==> src/rtl/vld_pulse_gen.sv <==
// Valid-pulse generator: accepts a pulse count, emits that many one-cycle
// dout_vld strobes spaced by GAP idle cycles, then a one-cycle done strobe.
module vld_pulse_gen #(
  parameter int DW  = 12,
  parameter int GAP = 3
) (
  input  logic          clk,
  input  logic          rst_n,
  input  logic [DW-1:0] din,
  input  logic          din_vld,
  output logic          din_rdy,
  input  logic          clr,
  output logic          dout_vld,
  output logic [DW-1:0] pulse_cnt,
  output logic          done
);

  typedef enum logic [1:0] {IDLE, PULSE, WAIT, DONE} state_t;

  state_t        state;
  logic [DW-1:0] target;
  logic [7:0]    gap_cnt;
  logic [DW-1:0] cnt_nxt;

  assign cnt_nxt = pulse_cnt + DW'(1);

  always_ff @(posedge clk or negedge rst_n) begin
    if (!rst_n) begin
      state     <= IDLE;
      target    <= '0;
      gap_cnt   <= '0;
      pulse_cnt <= '0;
    end else if (clr) begin
      state     <= IDLE;
      gap_cnt   <= '0;
      pulse_cnt <= '0;
    end else begin
      case (state)
        IDLE: if (din_vld) begin
          target    <= din;
          pulse_cnt <= '0;
          state     <= (din == '0) ? DONE : PULSE;
        end
        PULSE: begin
          // target never exceeds 2^DW-1, so cnt_nxt cannot wrap here
          pulse_cnt <= cnt_nxt;
          if (cnt_nxt == target)
            state <= DONE;
          else if (GAP == 0)
            state <= PULSE;
          else begin
            state   <= WAIT;
            gap_cnt <= 8'(GAP - 1);
          end
        end
        WAIT: begin
          if (gap_cnt == '0) state <= PULSE;
          else               gap_cnt <= gap_cnt - 8'd1;
        end
        DONE:    state <= IDLE;
        default: state <= IDLE;
      endcase
    end
  end

  // Outputs decode the registered state only: no path from din_vld.
  assign din_rdy  = (state == IDLE);
  assign dout_vld = (state == PULSE);
  assign done     = (state == DONE);

endmodule

==> config.mk <==
export PLATFORM = sky130hd
export DESIGN_NAME = vld_pulse_gen
export DESIGN_NICKNAME = d
export VERILOG_FILES = /design/src/rtl/vld_pulse_gen.sv
export SDC_FILE = /design/constraint.sdc
export NUM_CORES = 1
export LEC_CHECK = 0
export CORE_ASPECT_RATIO = 2
export CORE_MARGIN = 2
export CORE_UTILIZATION = 48
export CTS_CLUSTER_SIZE = 14
export DETAILED_ROUTE_END_ITERATION = 7
export GPL_TIMING_DRIVEN = 0
export PLACE_DENSITY = 0.75
export SLEW_MARGIN = 5
export SYNTH_ARGS = -nofsm -noshare
export SYNTH_HDL_FRONTEND = slang
export SYNTH_SLANG_ARGS = --single-unit
==> constraint.sdc <==
create_clock -name clk -period 1.9 [get_ports clk]
set_input_delay 0.285 -clock clk [delete_from_list [all_inputs] [get_ports clk]]
set_output_delay 0.285 -clock clk [all_outputs]
set_load 0.05 [all_outputs]
==> run metrics, run 1 <==
achievable clock frequency 0.4847 GHz; Vias 2015; number of storage elements in the synthesis netlist 34; clock transition at the registers of the reported paths 0.07 ns; filler cell count in the final layout 332; count of final max-slew check failures 0; area share of the largest cell type after synthesis 40.60%; reported leakage power 1.178 nW; synthesis warning total 0; antenna violations before repair 0; DRC 0; number of hold violations in the final report 0; worst hold path class in -> async; routability-driven placement congestion ratio 0.8662; number of nets in the final layout 303; final worst-path setup slack -0.1630 ns; Post-Route Utilization 67.29%; number of distinct standard cells referenced by the synthesized netlist 45; global-route wire length before repair 8983 um; CP Class reg -> reg; WP data required 2.11 ns; min cycle time layout 2.063 ns; area inside the core boundary 0.004254 mm2; startpoint types flop; multi-input gate area in the final layout 0.001338 mm2; TritonCTS buffer count 5; drt via density 5.944; growth of design area from synthesis to finish 36.60%; estimated wirelength of the detail-placed design 3673 um; initial core utilization 49.26%; Pwr Density 678.3 mW/mm2; number of core rows 34; synthesized area per cell 9.112 um2; top post-synthesis cells by area dfrtp_1 41%, mux2_2 6.4%, o21ai_0 5.3%, nor2_1 5.0%, a21oi_1 3.3%; Clock Tree Root clkbuf_8; Die Height 97.45 um; fraction of final layout cells sized beyond drive strength 1 29.12%; critical path peak fanout 10; number of global-route vias before repair 1939; library cell with the highest instance count after synthesis dfrtp_1; Worst Path Arrival 2.27 ns; setup violation total in the final timing report 9; number of synthesized flops with an enable pin 0; outcome complete, but fails checks; TritonCTS clock tree built; transition time of the tightest slew-check pin 0.7688 ns; 1st-pass router iterations 4; max capacitance violation total 0; unrepaired setup endpoints after global routing yes; net count of the mapped netlist 249; global routing usage summed across all routing layers 23.49%; violation count after the first detailed-route iteration 114; async set-or-reset flop fraction in the synthesized netlist 100.0%; top cell types by occurrence after synthesis 34 x dfrtp_1, 28 x nor2_1, 22 x o21ai_0, 15 x nand2_1, 14 x a21oi_1; Hold-fix buffers, CTS 0; remaining global-route overflow 0; width of the die 50.73 um; summed instance area of the synthesized netlist 0.002096 mm2; Yosys top cell by area dfrtp_1; total of buffers placed on input and output ports 30; total number of H-tree levels 2; portion of the clock cycle consumed by the worst path in the final layout 108.6%; buffers from clock root to sink, at most 2; Total Neg Setup Slack -1.038 ns; normalized max-slew margin 48.74%; clock sink count 34; register area share after synthesis 40.60%; peak ir drop on the vdd network 0.6837 mV; Wirelength per Cell 17.19 um; storage element area 864.6 um2; primary flip-flop cell chosen by synthesis mapping dfrtp_1; Syn Inst Count 230; Final ANT Viol Nets 0; Post-Route Skew 0.006728 ns; antenna diode instance count 0; Skew-Pair Late Insertion Delay 0.29 ns; Total Wirelength 5828 um; floorplan die area 0.004943 mm2; violations in the final reports setup timing; I/O pin count 31; pin count of the biggest net entering global routing 35; endpoint class of the critical path flop
==> critical path: stages, from the launching register on <==
cell and delay, ns:
dfrtp_2 0.36, buf_6 0.13, nand4_1 0.26, or3_4 0.42, nand2_2 0.11, nand4_2 0.13
o31ai_4 0.32, nor2_1 0.09, nor3_1 0.16
==> power breakdown <==
part	internal, mW	leakage, nW	switching [mW]
Sequential	0.797	0.427	0.0810
Clock	0.292	0.0482	0.255
Combinational	0.240	0.702	0.276
==> kinds of logic (layout without fill, tap and decap cells) <==
logic type,Yosys count,after routing,synth area share [%]
AND/OR/NAND/NOR,103,103,26.51
flip-flops,34,34,40.60
buffers and inverters,11,66,2.866
multiplexers,12,12,6.448
XOR/XNOR,12,12,5.671
AO/OA/AOI/OAI,55,55,16.12
adder cells (fa/ha/maj),3,3,1.791
==> area by class of cell <==
type | count | share of cell area (%)
multi-input cells | 185 | 46.72
repair buffers | 48 | 15.30
clock inverters | 1 | 0.1748
flip-flops and latches | 34 | 30.20
well taps | 54 | 2.360
plain buffers | 8 | 1.967
clock buffers | 7 | 3.016
inverters | 2 | 0.2622
==> layout by cell type, fill, tap and decap left out, drive strengths merged, types with 2 or more instances in the layout <==
cell type	netlist	final
dfrtp	34	34
nor2	28	28
o21ai	24	24
clkdlybuf4s50	0	23
buf	3	22
nand2	15	15
a21oi	14	14
mux2	12	12
clkbuf	6	12
nand2b	8	8
nor3	8	8
nor2b	7	7
xnor2	7	7
nand4	6	6
o31ai	6	6
and3	6	6
dlygate4sd2	0	5
and2	5	5
nor4	5	5
or3	4	4
xor2	4	4
nand3	4	4
ha	3	3
inv	2	2
a22oi	2	2
==> flip-flops by register name, indices dropped and copies added, names as in the netlist <==
signal	cells
pulse_cnt	12
gap_cnt	8
state	2
target	12
==> repair_timing <==
action	CTS	global route
gates cloned	0	0
resized for setup	21	12
endpoints found under the setup margin	22	25
pin swaps	15	8
buffers inserted	13	5
==> worst paths after layout <==
check	cells after the start	endpoint	slack, ns	startpoint
worst max-delay path	8	gap_cnt[3]	-0.16	pulse_cnt[4]
worst min-delay path	1	pulse_cnt[8]	0.08	rst_n
worst max register to register	8	gap_cnt[3]	-0.16	pulse_cnt[4]
worst min register to register	1	gap_cnt[7]	0.49	gap_cnt[7]
max in group asynchronous	1	pulse_cnt[1]	1.29	rst_n
min in group clk	1	gap_cnt[7]	0.49	gap_cnt[7]
==> metrics by stage <==
step / setup slack, ns / power, mW / instance area, um2 / std cells / hold slack (ns)
5_1_grt: -0.2880 / 2.020 / 2863 / 339 / 0.1317
4_1_cts: -0.06593 / 1.914 / 2770 / 335 / 0.1053
2_1_floorplan: -0.08122 / 1.195 / 2158 / 230 / -0.01059
6_report: -0.1630 / 1.942 / 2863 / 339 / 0.07632
3_5_place_dp: -0.2959 / 1.338 / 2521 / 314 / 0.4046
3_3_place_gp: -0.3214 / 1.323 / 2526 / 314 / 0.4642
==> layer usage <==
metal	part of all wire (%)	vias up	track usage (%)	wire (um)
li1	-	938	-	-
met1	40	937	29.48	2303
met2	49	109	37.96	2870
met3	5.8	31	3.538	336
met4	5.4	0	12.47	317
met5	0	-	0	0
Note: power is estimated with default switching activity, not from simulation.
==> run 2, diff against run 1 <==
--- a/config.mk
+++ b/config.mk
@@ -16,3 +16,4 @@
 export SYNTH_ARGS = -nofsm -noshare
 export SYNTH_HDL_FRONTEND = slang
 export SYNTH_SLANG_ARGS = --single-unit
+export TNS_END_PERCENT = 10
==> constraint.sdc (replaced) <==
create_clock -name clk -period 1.9 [get_ports clk]
set_input_delay 0.19 -clock clk [delete_from_list [all_inputs] [get_ports clk]]
set_output_delay 0.19 -clock clk [all_outputs]
set_load 0.05 [all_outputs]
==> run 2 against run 1 <==
  * The flow still finishes with violations (setup timing)
  * First-iteration DRC count decreased by 61%
  * Via count decreased by 6.0%
  * Cell area decreased by 5.0%
  * Register-to-register slack about the same
  * Worst hold slack improved by 0.41 ns
  * Core utilization decreased by 3.4 points
  * Flip-flop and latch count unchanged
  * Non-clock buffer count decreased by 10
  * Count of clock-buffer cells in the layout unchanged
  * Fmax increased by 0.39%
  * Combinational power decreased by 7.6%
  * Largest cell class unchanged
  * Highest routed layer unchanged
==> run metrics, run 2 (synthesized netlist as in run 1, its figures left out) <==
number of hold violations in the final report 0; capture endpoint of the worst hold path gap_cnt[7]; final worst-path setup slack -0.1550 ns; Skew-Pair Late Insertion Delay 0.28 ns; Clock Tree Root clkbuf_8; worst hold path class reg -> reg; most common cell after layout, fill and taps aside nor2_1; Total Wirelength 4804 um; min cycle time layout 2.055 ns; pin count of the biggest net entering global routing 35; floorplan die area 0.004943 mm2; worst path cell trace ha_4, and2_4, and3_1, nand2b_1, nand4_2, o31ai_4, nor2_1, nor3_1; transition time of the tightest slew-check pin 0.7307 ns; number of nets in the final layout 293; I/O pin count 31; TritonCTS clock tree built; unrepaired setup endpoints after global routing yes; largest incremental delay on the critical path 0.47 ns; estimated wirelength of the detail-placed design 3478 um; area inside the core boundary 0.004254 mm2; initial core utilization 49.26%; placed instance area 0.002521 mm2; Final ANT Viol Nets 0; Worst Path Arrival 2.25 ns; startpoint types flop; Die Height 97.45 um; worst min-delay path startpoint gap_cnt[7]; total number of H-tree levels 2; normalized max-slew margin 51.29%; Vias 1895; CP top delay family simple AND/OR/NAND/NOR gates; count of final max-slew check failures 0; peak ir drop on the vdd network 0.6773 mV; number of logic stages on the critical path including buffering 8; fraction of final layout cells sized beyond drive strength 1 22.55%; violation count after the first detailed-route iteration 44; DRC 0; cell with the largest stage delay on the worst path dfrtp_2; total of buffers placed on input and output ports 30; portion of the clock cycle consumed by the worst path in the final layout 108.2%; max capacitance violation total 0; antenna diode instance count 0; storage element area 864.6 um2; Regs by FF count pulse_cnt x12, target x12, gap_cnt x8; number of placed instances, taps included 314; multi-input gate area in the final layout 0.001272 mm2; count of buffering cells on the critical path with inverters included 0; most used cells in the layout excluding fill and tap cells 27 x nor2_1, 25 x clkdlybuf4s50_1, 23 x dfrtp_1, 19 x o21ai_0; CP Class reg -> reg; number of core rows 34; clock transition at the registers of the reported paths 0.07 ns; endpoint class of the critical path flop; buffers from clock root to sink, at most 2; Finished Cell Area 0.002720 mm2; WP data required 2.10 ns; reported leakage power 1.115 nW; critical path peak fanout 8; slack of the worst reg-to-reg path -0.15 ns; routability-driven placement congestion ratio 0.8606; 1st-pass router iterations 4; global-route wire length before repair 8045 um; filler cell count in the final layout 361; outcome complete, but fails checks; final standard cell count with taps included and fillers excluded 329; drt via density 5.760; end of the worst register-to-register path gap_cnt[3]; launch instance of the worst register-to-register path pulse_cnt[0]; remaining global-route overflow 0; global routing usage summed across all routing layers 21.05%; violations in the final reports setup timing; growth of design area from synthesis to finish 29.79%; worst hold stages 1; Wirelength per Cell 14.60 um; antenna violations before repair 0; Post-Route Skew 0.003898 ns; Pwr Density 695.0 mW/mm2; setup violation total in the final timing report 8; TritonCTS buffer count 5; achievable clock frequency 0.4866 GHz; width of the die 50.73 um; clock sink count 34; number of global-route vias before repair 1777; number of cell instances on the worst register-to-register path 8
## run 2: cell count changes in the layout (fill, tap and decap cells not counted), sizes merged
cell           before  now
clkbuf             12   13
clkdlybuf4s50      23   25
dlygate4sd2         5    1
dlymetal6s2s        1    3
dlygate4sd3         0    1
buf                22   10
## run 2: where the power goes
group	switching, mW	total [mW]	internal [mW]
combinational	0.247	0.477	0.231
sequential	0.0741	0.871	0.797
clock	0.250	0.542	0.292
## run 2: area by class of cell
cell class	instances	area share [%]
Multi-Input combinational cell	185	46.78
Sequential cell	34	31.78
Timing Repair Buffer	37	13.11
Clock buffer	7	3.174
Tap cell	54	2.484
Buffer	9	2.208
Inverter	2	0.2760
Clock inverter	1	0.1840
## run 2: through the flow
stage          hold slack, ns  setup TNS [ns]  power [mW]  utilization [%]  setup slack (ns)
6_report               0.4824         -0.8934       1.890            63.94           -0.1550
3_5_place_dp           0.2987          -3.313       1.330            59.26           -0.2143
2_1_floorplan         -0.1056         -0.5293       1.195                -          -0.08320
5_1_grt                0.5084          -2.088       1.997            63.94           -0.2709
4_1_cts                0.4835         -0.5123       1.897            63.09          -0.09070
3_3_place_gp           0.4746          -6.088       1.316            59.38           -0.1851
## run 2: how the worst max path moves through the flow
| stage | to | startpoint |
|---|---|---|
| 6_report | gap_cnt[3] | pulse_cnt[0] |
| 3_5_place_dp | target[3] | din_vld |
| 3_3_place_gp | pulse_cnt[9] | rst_n |
| 2_1_floorplan | gap_cnt[4] | pulse_cnt[3] |
| 5_1_grt | gap_cnt[3] | pulse_cnt[1] |
| 4_1_cts | gap_cnt[5] | pulse_cnt[3] |
## run 2: per-layer routing
metal	track usage [%]	up-vias	share of wire, %	wire [um]
li1	-	917	-	-
met4	8.732	0	2.9	141
met2	34.01	54	51	2474
met5	0	-	0	0
met1	26.79	911	42	2004
met3	4.462	13	3.8	183
## run 2: repair_timing
action / CTS / global route
gates resized for setup: 8 / 9
hold buffers: 1 / 0
endpoints found under the hold margin: 34 / 0
pin swaps: 7 / 2
gates cloned: 0 / 0
setup buffers: 5 / 1
setup endpoints to repair: 20 / 24
==> run 3, diff against run 2 <==
--- a/config.mk
+++ b/config.mk
@@ -11,7 +11,7 @@
 export CTS_CLUSTER_SIZE = 14
 export DETAILED_ROUTE_END_ITERATION = 7
 export GPL_TIMING_DRIVEN = 0
-export PLACE_DENSITY = 0.75
+export PLACE_DENSITY = 0.81
 export SLEW_MARGIN = 5
 export SYNTH_ARGS = -nofsm -noshare
 export SYNTH_HDL_FRONTEND = slang
==> run 3 against run 2 <==
  * The flow still finishes with violations (setup timing)
  * Global-route usage is 1.3 points higher
  * Non-clock buffer count is 2 higher
  * Register-to-register slack gained 0.03 ns
  * Count of clock-buffer cells in the layout rose by 1
  * Worst setup slack better by 0.034 ns
  * Worst hold slack better by 0.0048 ns
  * Largest power group unchanged
  * Via count up 1.2%
  * Clock power shrank 5.4%
  * Wire length grew 4.2%
==> run metrics, run 3 (synthesized netlist as in run 1, its figures left out) <==
min cycle time layout 2.021 ns; critical path peak fanout 6; antenna violations before repair 0; end of the worst register-to-register path gap_cnt[4]; Vias 1917; area inside the core boundary 0.004254 mm2; remaining global-route overflow 0; unrepaired setup endpoints after global routing yes; post-placement worst setup slack -0.2185 ns; antenna diode instance count 0; Pwr Density 685.1 mW/mm2; routability-driven placement congestion ratio 0.8817; Regs by FF count pulse_cnt x12, target x12, gap_cnt x8; endpoint class of the critical path flop; portion of the clock cycle consumed by the worst path in the final layout 106.3%; slack of the worst reg-to-reg path -0.12 ns; CP Class reg -> reg; total power consumption of the routed design 1.865 mW; outcome complete, but fails checks; Finished Cell Area 0.002723 mm2; floorplan die area 0.004943 mm2; reported leakage power 1.084 nW; clock sink count 34; number of nets in the final layout 295; startpoint types flop; Worst Path Arrival 2.24 ns; Die Height 97.45 um; number of cell instances on the worst register-to-register path 8; global-route wire length before repair 8597 um; Clock Tree Root clkbuf_8; Total Wirelength 5008 um; Wirelength per Cell 15.13 um; most common cell after layout, fill and taps aside clkdlybuf4s50_1; Total Neg Setup Slack -1.170 ns; transition time of the tightest slew-check pin 0.7388 ns; launch instance of the worst register-to-register path pulse_cnt[1]; normalized max-slew margin 50.75%; count of final max-slew check failures 0; Final ANT Viol Nets 0; 1st-pass router iterations 4; width of the die 50.73 um; fraction of final layout cells sized beyond drive strength 1 22.74%; worst hold path class in -> async; global routing usage summed across all routing layers 22.31%; peak ir drop on the vdd network 0.6173 mV; Met3 Routed Length 272 um; number of hold violations in the final report 0; number of core rows 34; achievable clock frequency 0.4949 GHz; max capacitance violation total 0; placed instance area 0.002521 mm2; routed length on met2 2483 um; violation count after the first detailed-route iteration 96; topmost layer with routed signal wires met4; violations in the final reports setup timing; TritonCTS buffer count 5; I/O pin count 31; wire length the detailed router placed on met1 2061 um; clock transition at the registers of the reported paths 0.07 ns; pin count of the biggest net entering global routing 35; final worst-path setup slack -0.1206 ns; DRC 0; estimated wirelength of the detail-placed design 3640 um; total of buffers placed on input and output ports 30; Post-Route Skew 0.007300 ns; WP data required 2.12 ns; number of global-route vias before repair 1835; total number of H-tree levels 2; Skew-Pair Late Insertion Delay 0.30 ns; TritonCTS clock tree built; drt via density 5.792; filler cell count in the final layout 385; setup violation total in the final timing report 18; most used cells in the layout excluding fill and tap cells 27 x clkdlybuf4s50_1, 26 x nor2_1, 23 x dfrtp_1, 19 x o21ai_0, 15 x nand2_1; initial core utilization 49.26%; growth of design area from synthesis to finish 29.91%; buffers from clock root to sink, at most 2
## run 3: changes by cell type in the layout (fill, tap and decap cells not counted), sizes merged
cell,previous run,this run
dlymetal6s2s,3,1
clkinv,1,0
buf,10,12
clkdlybuf4s50,25,27
clkbuf,13,14
## run 3: per-layer routing
layer | GRT usage, % | vias to the layer above
met5 | 0 | -
met3 | 4.000 | 15
met1 | 28.49 | 905
met2 | 35.93 | 79
li1 | - | 918
met4 | 10.19 | 0
## run 3: worst max-delay path: stages (launching register included)
cell and delay [ns]:
dfrtp_2 0.43, buf_4 0.14, nand3_4 0.11, or3_1 0.38, nand2_1 0.12, nand4_2 0.15
o31ai_4 0.38, o21ai_1 0.10, a21oi_1 0.12
## run 3: area by class of cell
type / count / area, um2 / share of cell area (%)
Clock buffer: 8 / 80.08 / 2.941
Multi-Input combinational cell: 185 / 1277 / 46.92
Tap cell: 54 / 67.56 / 2.482
Timing Repair Buffer: 39 / 366.6 / 13.47
Inverter: 2 / 7.507 / 0.2757
Sequential cell: 34 / 864.6 / 31.76
Buffer: 9 / 58.81 / 2.160
## run 3: metrics by stage
| step | hold slack, ns | std cells | utilization (%) |
|---|---|---|---|
| final | 0.4873 | 331 | 64.00 |
| after global routing | 0.5181 | 331 | 64.00 |
| after CTS | 0.5025 | 330 | 63.59 |
| after detailed placement | 0.2974 | 314 | 59.26 |
| after global placement | 0.4760 | 314 | 59.38 |
| after floorplan | -0.1056 | 230 | - |
## run 3: power breakdown
part / switching [mW] / internal (mW)
logic: 0.245 / 0.235
registers: 0.0755 / 0.797
clock network: 0.253 / 0.260
## run 3: worst max-delay path by stage
stage / from / endpoint / slack [ns] / cells after the start
CTS: pulse_cnt[3] / gap_cnt[4] / -0.12 / 8
floorplan: pulse_cnt[3] / gap_cnt[4] / -0.08 / 8
global route: pulse_cnt[1] / gap_cnt[6] / -0.28 / 8
detailed placement: clr / target[6] / -0.22 / 4
finish: pulse_cnt[1] / gap_cnt[4] / -0.12 / 8
global placement: pulse_cnt[0] / gap_cnt[5] / -0.15 / 8
## run 3: what timing repair did
action                                 CTS  global route
setup endpoints to repair               20            22
endpoints found under the hold margin   34             0
hold buffers                             1             0
pin swaps                               11             4
buffers inserted                         7             1
gates resized for setup                 10             5
